==> src/rtl/clear_lines_if.sv <==
// Handshake and data bundle between the field-merge stage and clear_lines.
// field vectors are row-major: cell (r,x) sits at bits [(r*COLS+x)*IDX_W +: IDX_W].
interface clear_lines_if #(
    parameter int ROWS  = 22,
    parameter int COLS  = 10,
    parameter int IDX_W = 3
);
    localparam int FW = ROWS * COLS * IDX_W;
    localparam int LW = $clog2(ROWS + 1);

    logic          start;
    logic [FW-1:0] field_in;
    logic          busy;
    logic          done;
    logic [FW-1:0] field_out;
    logic [LW-1:0] lines_cleared;

    modport master (
        output start, field_in,
        input  busy, done, field_out, lines_cleared
    );

    modport slave (
        input  start, field_in,
        output busy, done, field_out, lines_cleared
    );
endinterface

==> src/rtl/clear_lines.sv <==
// Sequential line-clear engine: scans a locked field bottom-up,
// drops full rows and reports how many rows were removed.
module clear_lines #(
    parameter int              ROWS      = 22,
    parameter int              COLS      = 10,
    parameter int              IDX_W     = 3,
    parameter logic [IDX_W-1:0] EMPTY_IDX = 3'b111
) (
    input logic           clk,
    input logic           reset,
    clear_lines_if.slave  bus
);
    localparam int FW = ROWS * COLS * IDX_W;
    localparam int LW = $clog2(ROWS + 1);
    localparam int YW = $clog2(ROWS);
    localparam int RW = COLS * IDX_W;

    localparam logic [RW-1:0] EMPTY_ROW = {COLS{EMPTY_IDX}};
    localparam logic [FW-1:0] EMPTY_FLD = {(ROWS * COLS){EMPTY_IDX}};

    typedef enum logic [1:0] {
        IDLE,
        SCAN,
        SHIFT,
        DONE
    } state_t;

    state_t        state;
    state_t        state_nx;
    logic [FW-1:0] buf_q;
    logic [FW-1:0] shifted;
    logic [YW-1:0] y;
    logic [LW-1:0] lines;
    logic [RW-1:0] cur_row;
    logic          row_full;

    assign cur_row = buf_q[y*RW +: RW];

    always_comb begin
        row_full = 1'b1;
        for (int x = 0; x < COLS; x++) begin
            if (cur_row[x*IDX_W +: IDX_W] == EMPTY_IDX) begin
                row_full = 1'b0;
            end
        end
    end

    // Rows 1..y take the row above; rows below y are untouched.
    always_comb begin
        shifted = buf_q;
        shifted[RW-1:0] = EMPTY_ROW;
        for (int r = 1; r < ROWS; r++) begin
            if (r <= 32'(y)) begin
                shifted[r*RW +: RW] = buf_q[(r-1)*RW +: RW];
            end
        end
    end

    always_comb begin
        state_nx = state;
        unique case (state)
            IDLE: begin
                if (bus.start) begin
                    state_nx = SCAN;
                end
            end
            SCAN: begin
                if (row_full) begin
                    state_nx = SHIFT;
                end else if (y == '0) begin
                    state_nx = DONE;
                end
            end
            SHIFT:   state_nx = SCAN;
            DONE:    state_nx = IDLE;
            default: state_nx = IDLE;
        endcase
    end

    always_ff @(posedge clk) begin
        if (reset) begin
            state <= IDLE;
            buf_q <= EMPTY_FLD;
            y     <= YW'(ROWS - 1);
            lines <= '0;
        end else begin
            state <= state_nx;
            case (state)
                IDLE: begin
                    if (bus.start) begin
                        buf_q <= bus.field_in;
                        y     <= YW'(ROWS - 1);
                        lines <= '0;
                    end
                end
                SCAN: begin
                    if (!row_full && y != '0) begin
                        y <= y - 1'b1;
                    end
                end
                SHIFT: begin
                    buf_q <= shifted;
                    lines <= lines + 1'b1;
                end
                default: ;
            endcase
        end
    end

    assign bus.busy          = (state != IDLE);
    assign bus.done          = (state == DONE);
    assign bus.field_out     = buf_q;
    assign bus.lines_cleared = lines;
endmodule
==> src/flat_wrapper.sv <==
// flat-port wrapper written by rule: the top's interface ports become plain ports
module clear_lines_flat 
#(
    parameter int              ROWS      = 22,
    parameter int              COLS      = 10,
    parameter int              IDX_W     = 3,
    parameter logic [IDX_W-1:0] EMPTY_IDX = 3'b111
)
  (clk, reset, bus_start, bus_field_in, bus_busy, bus_done, bus_field_out, bus_lines_cleared);
  clear_lines_if #(.ROWS(ROWS), .COLS(COLS), .IDX_W(IDX_W)) bus_i ();
  input logic clk;
  input logic reset;
  input wire logic [$bits(bus_i.start)-1:0] bus_start;
  input wire logic [$bits(bus_i.field_in)-1:0] bus_field_in;
  output wire logic [$bits(bus_i.busy)-1:0] bus_busy;
  output wire logic [$bits(bus_i.done)-1:0] bus_done;
  output wire logic [$bits(bus_i.field_out)-1:0] bus_field_out;
  output wire logic [$bits(bus_i.lines_cleared)-1:0] bus_lines_cleared;
  assign bus_i.start = bus_start;
  assign bus_i.field_in = bus_field_in;
  assign bus_busy = bus_i.busy;
  assign bus_done = bus_i.done;
  assign bus_field_out = bus_i.field_out;
  assign bus_lines_cleared = bus_i.lines_cleared;
  clear_lines #(.ROWS(ROWS), .COLS(COLS), .IDX_W(IDX_W), .EMPTY_IDX(EMPTY_IDX)) u_core (.clk(clk), .reset(reset), .bus(bus_i));
endmodule
==> config.mk <==
export PLATFORM = sky130hd
export DESIGN_NAME = clear_lines_flat
export DESIGN_NICKNAME = d
export VERILOG_FILES = /design/src/rtl/clear_lines_if.sv /design/src/rtl/clear_lines.sv /design/src/flat_wrapper.sv
export SDC_FILE = /design/constraint.sdc
export NUM_CORES = 2
export LEC_CHECK = 0
export BUFFER_PORTS_ARGS = -buffer_cell sky130_fd_sc_hd__buf_2
export CAP_MARGIN = 20
export CORE_AREA = 4 4 514 516
export DETAILED_ROUTE_END_ITERATION = 12
export DIE_AREA = 0 0 518 520
export GPL_ROUTABILITY_DRIVEN = 0
export GPL_TIMING_DRIVEN = 0
export PLACE_DENSITY = 0.31
export REMOVE_ABC_BUFFERS = 1
export SLEW_MARGIN = 20
export SYNTH_ARGS = -nofsm -noshare
export SYNTH_HDL_FRONTEND = slang
export SYNTH_SLANG_ARGS = --single-unit
export TNS_END_PERCENT = 20
==> constraint.sdc <==
create_clock -name clk -period 7.1 [get_ports clk]
set_input_delay 2.13 -clock clk [delete_from_list [all_inputs] [get_ports clk]]
set_output_delay 2.13 -clock clk [all_outputs]
set_load 0.02 [all_outputs]
=== After elaboration in Yosys (flattened, before gate mapping) ===
Cells that the tools add are included.

* Add/sub/neg operators: 2
* $mul: 1
* $lt $le $gt $ge: 21
* Eq/ne operators: 37
* Shifts and indexed selects: 1
* Mux-type cells: 42
* Reduce and logical (&&, ||, !) cells: 32

{| class="wikitable"
|+ Operator list
! cell !! count
|-
| case mux 660 bit (2 select lines) || 1
|-
| two-way mux 660 bit || 1
|-
| variable part select 660 x 11 -> 30 bit || 1
|-
| two-way mux 30 bit || 21
|-
| AND reduction 3 bit || 22
|-
| != test 2 x 1 -> 1 bit (second input constant) || 22
|-
| <= comparator 4 x 5 -> 1 bit (first input constant) || 8
|-
| equality test 3 bit (second input constant) || 10
|-
| <= comparator 5 bit (first input constant) || 6
|-
| <= comparator 3 x 5 -> 1 bit (first input constant) || 4
|-
| case mux 5 bit (2 select lines) || 2
|-
| two-way mux 5 bit || 3
|-
| <= comparator 2 x 5 -> 1 bit (first input constant) || 2
|-
| two-way mux 1 bit || 10
|-
| multiplier 5 x 4 -> 9 bit (second input constant) || 1
|-
| case mux 2 bit (4 select lines) || 1
|-
| two-way mux 2 bit || 3
|-
| nonzero test 2 bit || 3
|-
| adder 5 x 1 -> 5 bit (second input constant) || 1
|-
| <= comparator 1 x 5 -> 1 bit (first input constant) || 1
|-
| zero test 5 bit || 1
|-
| nonzero test 5 bit || 1
|-
| subtractor 5 x 1 -> 5 bit (second input constant) || 1
|-
| equality test 2 bit (second input constant) || 2
|-
| 7 further kinds || 8
|}

* Register bits: 672
* Input port bits: 663
* Output and inout bits: 667
* Word-level logic and storage cells: 161

=== Longest topological paths before layout ===
* Depth in word-level cells: 17
* Gate-level depth with buffers: 13
* Gate-level depth less buffers: 9

=== Least setup slack after synthesis ===
Ideal clock, no wire load.

* Path kind: input-to-reg
* From: in bus_start
* To: reg u_core.buf_q[240], in the netlist u_core.bus.field_out[240]
* Setup time: 0.129 ns
* Arrival: 3.709 ns
* Setup slack: 3.262 ns
* Cell stages on the path: 8
* Buffers on the path: 2
* Path through: nor2_1 > or2_2 > clkbuf_1 > o41ai_1 > clkbuf_1 > nand3_1 > o21ai_0 > nand2_1

* Word-level cells in the longest chain between the ends: 2

{| class="wikitable"
|+ RTL lines
! item !! line !! source
|-
| start, declared || flat_wrapper.sv:13 || <nowiki>input wire logic [$bits(bus_i.start)-1:0] bus_start;</nowiki>
|-
| != test 2 bit (no source line) || - ||
|-
| AND reduction 3 bit (no source line) || - ||
|-
| end signal, assigned || clear_lines.sv:91 || <nowiki>buf_q <= bus.field_in;</nowiki>
|-
| end signal, assigned || clear_lines.sv:102 || <nowiki>buf_q <= shifted;</nowiki>
|-
| end, declared || clear_lines.sv:30 || <nowiki>logic [FW-1:0] buf_q;</nowiki>
|}

No other way between the ends.
A chain may end at the register's enable or synchronous reset.

=== Worst setup path in the final report ===
* From: reg u_core.y[0]
* To: reg u_core.y[1]

* Word-level cells in the longest chain between the ends: 17
* Elaborated cells on any way between the ends: 30

{| class="wikitable"
|+ RTL lines
! item !! line !! source
|-
| start, declared || clear_lines.sv:32 || <nowiki>logic [YW-1:0] y;</nowiki>
|-
| start signal, assigned || clear_lines.sv:84 || <nowiki>y <= YW'(ROWS - 1);</nowiki>
|-
| start signal, assigned || clear_lines.sv:92 || <nowiki>y <= YW'(ROWS - 1);</nowiki>
|-
| start signal, assigned || clear_lines.sv:98 || <nowiki>y <= y - 1'b1;</nowiki>
|-
| multiplier 5 x 4 -> 9 bit || clear_lines.sv:37 || <nowiki>assign cur_row = buf_q[y*RW +: RW];</nowiki>
|-
| variable part select 660 x 11 -> 30 bit || clear_lines.sv:37 ||
|-
| equality test 3 bit || clear_lines.sv:42 || <nowiki>if (cur_row[x*IDX_W +: IDX_W] == EMPTY_IDX) begin</nowiki>
|-
| two-way mux 1 bit (10 in a row) || clear_lines.sv:42 ||
|-
| zero test 1 bit || clear_lines.sv:97 || <nowiki>if (!row_full && y != '0) begin</nowiki>
|-
| logical AND 1 bit || clear_lines.sv:97 ||
|-
| != test 2 x 1 -> 1 bit (no source line) || - ||
|-
| AND reduction 3 bit (no source line) || - ||
|}

Several ways; a longest one is shown, not always the timed one. The select of a mux whose other input is x is not followed.

==> metrics <==
status finished clean; Post-synth ARST share 0%; post-CTS sizing 0; die width 518 um; Die H 520 um; Avg WL per Cell 31.3 um; clock transition at the registers of the reported paths about 0.06 ns; H-tree levels 3; fillers 29700; Via Count between 40000 and 50000; critical path endpoint category register; clk sinks 672; Syn Std Cell Area 33200 um^2; Worst Hold Class reg -> reg; Hold-fix buffers, CTS 0; total CTS buffers 95; kind of start point of the critical path register; Seq/Total Area, Yosys roughly two fifths; layout cells sized above 1 29.5%; gr ovfl total 0; Syn Inst Count 4554; Reg2Reg Depth 11; Initial Util between 10 and 15%; RR Startpoint u_core.y[0]$_SDFFE_PP1P_; crit path from u_core.y[0]$_SDFFE_PP1P_; Site Rows 187; Max Cap Violations 0; minimum clock period 4.93 ns; Layout Nets 6357; largest net degree at the start of global routing 118; Warnings, synthesis 0; Worst-Skew Late Latency around 0.75 ns; global-route wire length before repair 382000 um; vias in the first global route ~40000; leading cell type in the layout, fill and taps excluded buf_2; # setup viols final 0; worst slew pin tran 1.21 ns; number of remaining DRC errors 0; Die ar. roughly 270000 um^2; Post-synth EDFFs 0; Setup crit end u_core.y[1]$_SDFFE_PP0P_; Post-Syn Area per Cell 7.29 um^2; Leak around 20 nW; detailed-placement wirelength estimate 233000 um; CP max FO 37; initial antenna violation count 137; placed instance count between 8000 and 9000; RSZ-0062 raised after global routing false; RR Endpoint u_core.y[1]$_SDFFE_PP0P_; fin util a little under a fifth; Critical Path RT ~7.7 ns; Synth-to-Final Area Change 46.7%; gr usage total 20.5%; final cell count without fillers just over 9000; Final period util 69.4%; critical path class reg -> reg; Final Hold Vio Count 0; Max clock buf depth 3; P per Cell Area 245 nW/um^2; Setup TNS 0 ns; Pre-antenna DRT Iters 5; distinct cell type count after synthesis 67; Max Slew Vio Count 0; antenna viol nets, final 0; WL final 288000 um; relative slew slack around a fifth; vias per std cell 4.40; clock root cell clkbuf_16; I/O pin count 1330; port bufs 1329; Core Area ~260000 um^2; power consumption approximately 0.012 W; #FFs+latches synth 672; postcts setup bufs 0; TritonCTS clock tree done; VDD IR max roughly 200 uV; DR iter-0 viols 3337; clk_skew 0.0463 ns; most frequent cells in the layout buf_2 (1333), nand2_1 (1188), nor2_1 (828); setup slack, reg-to-reg 2.17 ns; FMAX 203 MHz; predominant post-synthesis flop cell dfxtp_1; crit path DAT 5.53 ns
sequential cells by signal, summed over array words and instances, names as in the netlist:
signal and count:
u_core.state 2, u_core.bus.field_out 660, u_core.bus.lines_cleared 5, u_core.y 5
cell type report:
type / instances / area [um^2] / area share, %
clock buffer: 146 / 2810 / 5.77
multi-input combinational: 3454 / 18200 / 37.5
timing repair buffer: 1457 / 9460 / 19.4
sequential: 672 / 13500 / 27.7
antenna: 47 / 118 / 0.242
clock inverter: 25 / 275 / 0.566
inverter: 8 / 42.5 / 0.0874
tap: 3402 / 4260 / 8.75
cell usage after synthesis, drive strengths merged, types with 5 or more instances:
| cell | instances | share of area [%] |
|---|---|---|
| o311ai | 391 | 10 |
| dfxtp | 672 | 41 |
| a21oi | 31 | 0.47 |
| o22ai | 22 | 0.41 |
| mux2i | 83 | 2.5 |
| a221o | 32 | 0.97 |
| mux4 | 33 | 2.2 |
| o21ai | 315 | 4.8 |
| nor3 | 11 | 0.17 |
| nand2b | 9 | 0.17 |
| nor2b | 7 | 0.13 |
| inv | 7 | 0.079 |
| and2 | 7 | 0.13 |
| a22oi | 6 | 0.14 |
| nand3b | 8 | 0.18 |
| buf | 105 | 1.8 |
| ha | 6 | 0.23 |
| nand2 | 1198 | 14 |
| o221ai | 6 | 0.16 |
| clkbuf | 315 | 3.6 |
| or2 | 6 | 0.11 |
| a31oi | 9 | 0.17 |
| nand3 | 321 | 4.8 |
| nor2 | 832 | 9.4 |
| o211ai | 32 | 0.74 |
| a211oi | 7 | 0.20 |
| nand4 | 19 | 0.38 |
| a311oi | 5 | 0.13 |
| a221oi | 12 | 0.32 |
worst min-delay path by stage:
stage / start / cells after the start / end
global placement: u_core.bus.lines_cleared[4]$_SDFFE_PP0P_ / 2 / u_core.bus.lines_cleared[4]$_SDFFE_PP0P_
global route: u_core.bus.lines_cleared[4]$_SDFFE_PP0P_ / 2 / u_core.bus.lines_cleared[4]$_SDFFE_PP0P_
CTS: u_core.bus.lines_cleared[4]$_SDFFE_PP0P_ / 2 / u_core.bus.lines_cleared[4]$_SDFFE_PP0P_
floorplan: u_core.bus.lines_cleared[4]$_SDFFE_PP0P_ / 2 / u_core.bus.lines_cleared[4]$_SDFFE_PP0P_
detailed placement: u_core.bus.lines_cleared[4]$_SDFFE_PP0P_ / 2 / u_core.bus.lines_cleared[4]$_SDFFE_PP0P_
finish: u_core.bus.lines_cleared[4]$_SDFFE_PP0P_ / 2 / u_core.bus.lines_cleared[4]$_SDFFE_PP0P_
critical path, stage by stage, from the launching register on:
cell and delay (ns):
dfxtp_4 0.57, buf_16 0.29, buf_16 0.29, or2_2 0.93, nor2_1 0.11, o211ai_1 0.40, a211oi_1 0.13, nor4_1 0.70
nand4b_2 0.44, a211oi_4 0.49, o2111ai_1 0.18, o311ai_1 0.12
metrics by stage:
stage,hold WS [ns],cell area (um^2),setup WS [ns]
6_report,0.486,48700,2.17
5_1_grt,0.509,48600,1.91
4_1_cts,0.483,48600,1.79
3_5_place_dp,0.475,45500,1.48
3_3_place_gp,0.459,42300,-50.81
2_1_floorplan,0.544,31400,-20.46
power breakdown:
group,switching [W],internal [W]
sequential,0.000494,0.00406
clock,0.00214,0.00283
combinational,0.00158,0.000802
layer usage:
layer / vias to the layer above / share of wire, % / track usage (%)
li1: 18400 / - / -
met1: 20000 / 41 / 25.2
met2: 1663 / 48 / 35.3
met3: 359 / 7.9 / 6.10
met4: 110 / 2.2 / 3.98
met5: - / 0.24 / 0
kinds of logic after synthesis:
kind of cell | count (synthesis) | share of synthesized area, %
AND/OR/NAND/NOR | 2431 | 29.4
adder cells (fa/ha/maj) | 6 | 0.226
buffers and inverters | 428 | 5.42
multiplexers | 120 | 4.88
flip-flops | 672 | 40.5
AO/OA/AOI/OAI | 897 | 19.5
No activity file was read; power rests on OpenSTA's default activity.
